## src/rtl/jk_counter_pkg.sv

```systemverilog
// rtl/jk_counter_pkg.sv - JK drive codes and parameter legality check for jk_mod_counter
package jk_counter_pkg;

  // {j,k} pairs: hold=00, clear=01, set=10, toggle=11
  typedef enum logic [1:0] {
    JK_HOLD = 2'b00,
    JK_CLR  = 2'b01,
    JK_SET  = 2'b10,
    JK_TGL  = 2'b11
  } jk_code_t;

  localparam int WIDTH_MIN = 1;
  localparam int WIDTH_MAX = 16;
  localparam int MODULUS_MIN = 2;

  function automatic bit params_ok(input int width, input int modulus);
    if (width < WIDTH_MIN || width > WIDTH_MAX) return 1'b0;
    if (modulus < MODULUS_MIN) return 1'b0;
    if (modulus > (1 << width)) return 1'b0;
    return 1'b1;
  endfunction

endpackage

```

## src/rtl/jk_cell.sv

```systemverilog
// rtl/jk_cell.sv - single JK flip-flop with asynchronous active-low reset
module jk_cell (
  input  logic clk,
  input  logic reset,
  input  logic j,
  input  logic k,
  output logic q,
  output logic q_n
);

  always_ff @(posedge clk or negedge reset) begin
    if (!reset) begin
      q <= 1'b0;
    end else begin
      case ({j, k})
        2'b01:   q <= 1'b0;
        2'b10:   q <= 1'b1;
        2'b11:   q <= ~q;
        default: q <= q;
      endcase
    end
  end

  assign q_n = ~q;

endmodule

```

## src/rtl/jk_mod_counter.sv

```systemverilog
// rtl/jk_mod_counter.sv - modulo up/down counter built from JK cells, with clear, clamped load and wrap pulse
module jk_mod_counter
  import jk_counter_pkg::*;
#(
  parameter int WIDTH   = 4,
  parameter int MODULUS = 10
) (
  input  logic             clk,
  input  logic             reset,
  input  logic             clr,
  input  logic             load,
  input  logic [WIDTH-1:0] load_val,
  input  logic             en,
  input  logic             up,
  output logic [WIDTH-1:0] q,
  output logic [WIDTH-1:0] q_n,
  output logic             carry
);

  if (!params_ok(WIDTH, MODULUS)) begin : g_param_check
    $error("jk_mod_counter: illegal WIDTH=%0d / MODULUS=%0d", WIDTH, MODULUS);
  end

  localparam logic [WIDTH-1:0] Q_MAX = WIDTH'(MODULUS - 1);

  logic [WIDTH-1:0] target;
  logic             wrap;
  jk_code_t         code [WIDTH];

  always_comb begin
    target = q;
    wrap   = 1'b0;
    if (clr) begin
      target = '0;
    end else if (load) begin
      target = (32'(load_val) >= 32'(MODULUS)) ? Q_MAX : load_val;
    end else if (en) begin
      if (up) begin
        if (q == Q_MAX) begin
          target = '0;
          wrap   = 1'b1;
        end else begin
          target = q + WIDTH'(1);
        end
      end else begin
        if (q == '0) begin
          target = Q_MAX;
          wrap   = 1'b1;
        end else begin
          target = q - WIDTH'(1);
        end
      end
    end
  end

  // Clear/load force every bit explicitly; counting only toggles the bits that change.
  always_comb begin
    for (int i = 0; i < WIDTH; i++) begin
      code[i] = JK_HOLD;
      if (clr || load) begin
        code[i] = target[i] ? JK_SET : JK_CLR;
      end else if (target[i] ^ q[i]) begin
        code[i] = JK_TGL;
      end
    end
  end

  for (genvar g = 0; g < WIDTH; g++) begin : g_bit
    jk_cell u_cell (
      .clk   (clk),
      .reset (reset),
      .j     (code[g][1]),
      .k     (code[g][0]),
      .q     (q[g]),
      .q_n   (q_n[g])
    );
  end

  always_ff @(posedge clk or negedge reset) begin
    if (!reset) begin
      carry <= 1'b0;
    end else begin
      carry <= wrap;
    end
  end

endmodule
```

## config.mk

```make
export PLATFORM = sky130hd
export DESIGN_NAME = jk_mod_counter
export DESIGN_NICKNAME = d
export VERILOG_FILES = /design/src/rtl/jk_counter_pkg.sv /design/src/rtl/jk_cell.sv /design/src/rtl/jk_mod_counter.sv
export SDC_FILE = /design/constraint.sdc
export NUM_CORES = 1
export LEC_CHECK = 0
export ABC_CLOCK_PERIOD_IN_PS = 2200
export CORE_UTILIZATION = 35
export CTS_CLUSTER_DIAMETER = 40
export DETAILED_ROUTE_END_ITERATION = 8
export HOLD_SLACK_MARGIN = 0.02
export PLACE_DENSITY = 0.72
export SLEW_MARGIN = 0
export SYNTH_ARGS = -nofsm -noshare
export SYNTH_HDL_FRONTEND = slang
export SYNTH_SLANG_ARGS = --single-unit
```

## constraint.sdc

```tcl
create_clock -name clk -period 2.2 [get_ports clk]
set_input_delay 0.44 -clock clk [delete_from_list [all_inputs] [get_ports clk]]
set_output_delay 0.44 -clock clk [all_outputs]
set_load 0.1 [all_outputs]
```

==> summary.md <==
| Metric | Value |
|---|---|
| Die Wd | `40.3 um` |
| HP Class | `primary input to async pin` |
| Clock Power Share | `roughly a quarter` |
| CTS root buf | `clkbuf_4` |
| Total of fill cells in the finished design | `between 100 and 150` |
| Final period utilization | `81.2%` |
| Peak supply drop | `~250 uV` |
| Distinct cell type count after synthesis | `31` |
| DRC Markers | `0` |
| Vias in the first global route | `approximately 390` |
| 1st-iter DRT viols | `14` |
| Pre-CTS WS | `roughly 190 ps` |
| Die area | `0.00163 mm^2` |
| GRT overflow | `0` |
| Sw Share | `44.0%` |
| Area grow syn2layout | `20.9%` |
| Setup violations, final | `0` |
| Status | `complete, no violations` |
| Fin nets | `84` |
| Tmin final | `1790 ps` |
| Post-CTS Hold Buffers | `0` |
| CP max-delay cell | `clkdlybuf4s50_1` |
| Slew margin rel. | `78.2%` |
| Antenna cell count | `0` |
| Cells along the critical path | `clkdlybuf4s50_1 > nand3_1 > o21ai_0 > or3_1 > a221oi_2` |
| Synthesized area per cell | `roughly 8.9 um^2` |
| Initial antenna violation count | `0` |
| CTS clk-pin slew, worst paths | `around 40 ps` |
| Total CTS buffers | `3` |
| Design Area, Final | `around 620 um^2` |
| Non-Filler Instances | `84` |
| Via density | `5.12` |
| Post-synthesis mux area share | `4.87%` |
| Post-CTS Resized | `0` |
| Initial core utilization | `a little under 40%` |
| P per Cell Area | `640 mW/mm^2` |
| Top FF cell, synth | `dfrtp_1` |
| Largest net degree at the start of global routing | `10` |
| Max capacitance violation total | `0` |
| Worst-path fanout max | `7` |
| Crit path kind | `primary input to flip-flop` |
| Final hold vios | `0` |
| Syn_nets | `between 70 and 80` |
| GPL Wtd Cong | `0.773` |
| ANT nets after route | `0` |
| Clock Skews | `2.23 ps` |
| EDFF count, synth | `0` |
| WHS | `419 ps` |
| Synth Area in Compound Gates | `20.2%` |
| Cell internal pwr | `0.000223 W` |
| Maximum clock insertion buffer count | `2` |
| Worst endpoint data arrival time | `1930 ps` |
| Layout cell share with drive strength beyond 1 | `21.7%` |
| XOR/XNOR Fraction of Synth Area | `approximately 1.7%` |
| Dpl cells | `80` |
| Crit. End Element | `flip-flop` |
| Leak | `0.275 nW` |
| Sequential share of the synthesized area | `24.3%` |
| Die Height | `40.3 um` |
| Seq pwr share | `27.4%` |
| Main combinational cell family by area after synthesis | `buffers and inverters` |
| H-tree Lvls | `1` |
| Post-DP HPWL | `around 800 um` |
| Combinational cell fraction of total power | `46.8%` |
| Most frequent cells in the layout | `9 x clkdlybuf4s50_1, 9 x buf_4, 5 x inv_1, 5 x dfrtp_1` |
| Site row count | `13` |
| First-pass GRT wire length | `~1500 um` |
| Simple-Gate Fraction of Synth Area | `17.0%` |
| Vias | `between 400 and 500` |
| Drt wl/cell | `11.7 um` |
| Psw | `0.000175 W` |
| RSZ-0062 raised after global routing | `no` |
| Postcts setup bufs | `0` |
| Seq cells post-synth | `5` |
| Core ar. | `0.00133 mm^2` |
| Yosys warning total | `0` |
| I/O Pins | `19` |
| Setup crit start kind | `primary input` |
| Mapped Cells | `58` |
| Worst-Margin Slew | `324 ps` |
| Mapped cell area | `514 um^2` |
| Max stage delay on crit path | `540 ps` |
| Clock sink total | `5` |
| Final WL | `between 900 and 1000 um` |
| Total track usage | `13.3%` |
| Placed Instance Area | `between 500 and 600 um^2` |
| Total negative slack | `0 ps` |
| Slew Viols, Final | `0` |
| Clk_lat worst skew | `roughly 240 ps` |
| Fmax | `roughly 0.56 GHz` |
| CTS tree | `built` |
| Synth Area in Adders | `9.73%` |
| Final setup margin | `413 ps` |
| 1st-pass router iterations | `4` |
| Worst EP required | `2340 ps` |
| Share of flip-flops with an asynchronous set or reset | `100%` |
| IO Port Bufs | `18` |
-- cells by family after synthesis --
kind of cell    count (synthesis)
xor+xnor                        1
buf+inv                        16
mux                             2
compound gates                 15
flops                           5
fa+ha+maj                       4
simple gates                   15
-- cells in the mapped netlist, drive strengths merged (2+ instances only) --
| library cell | n | area [um^2] |
|---|---|---|
| ha | 4 | 50.1 |
| and4 | 2 | 17.5 |
| nand2 | 2 | 10.0 |
| dfrtp | 5 | 125 |
| o21ai | 5 | 25.0 |
| a21oi | 3 | 15.0 |
| nor2 | 3 | 11.3 |
| buf | 10 | 91.3 |
| nand2b | 2 | 12.5 |
| inv | 5 | 18.8 |
-- stage by stage --
stage | utilization (%) | power, W
4_1_cts | 46.6 | 0.000398
5_1_grt | 46.6 | 0.000413
3_3_place_gp | 44.7 | 0.000296
6_report | 46.6 | 0.000398
3_5_place_dp | 44.7 | 0.000297
2_1_floorplan | - | 0.000269
-- cell type report --
class                           instances  area, um^2  share of cell area, %
Tap cell                               15        18.8                   3.02
Clock buffer                            4        26.3                   4.23
Sequential cell                         5         125                   20.1
Multi-Input combinational cell         37         275                   44.3
Inverter                                5        18.8                   3.02
Timing Repair Buffer                   18         158                   25.4
-- state kept, by name, indices dropped and copies added (netlist names) --
name,count
g_bit.u_cell.q,4
carry,1
-- metal layers --
layer / routed length (um) / GRT usage (%) / part of all wire (%) / vias to the layer above
li1: - / - / - / 222
met1: 471 / 18.8 / 48 / 189
met2: 449 / 22.2 / 46 / 17
met3: 57 / 0.556 / 5.8 / 2
met4: 7 / 2.50 / 0.71 / 0
met5: 0 / 0 / 0 / -
-- power by group through the flow --
stage          Combinational (W)  Sequential, W  Clock (W)
2_1_floorplan           0.000159       0.000110          0
3_3_place_gp            0.000186       0.000110          0
3_5_place_dp            0.000186       0.000110          0
4_1_cts                 0.000187       0.000109   0.000101
5_1_grt                 0.000197       0.000111   0.000105
6_report                0.000186       0.000109   0.000103
-- critical path, delay by kind of cell --
kind	cells	cell delay (ps)
buf+inv	1	540
compound gates	2	390
simple gates	2	560
-- final timing paths --
kind / from / end / slack, ps / cells past startpoint
worst max-delay path: up / g_bit[2].u_cell.q$_DFFE_PN0P_ / 410 / 5
worst min-delay path: reset / g_bit[0].u_cell.q$_DFFE_PN0P_ / 420 / 1
worst max register to register: g_bit[1].u_cell.q$_DFFE_PN0P_ / g_bit[2].u_cell.q$_DFFE_PN0P_ / 440 / 6
worst min register to register: g_bit[3].u_cell.q$_DFFE_PN0P_ / g_bit[3].u_cell.q$_DFFE_PN0P_ / 680 / 3
max in group asynchronous: reset / g_bit[1].u_cell.q$_DFFE_PN0P_ / 1600 / 1
min in group clk: g_bit[3].u_cell.q$_DFFE_PN0P_ / g_bit[3].u_cell.q$_DFFE_PN0P_ / 680 / 3
No activity file was read; power rests on OpenSTA's default activity.
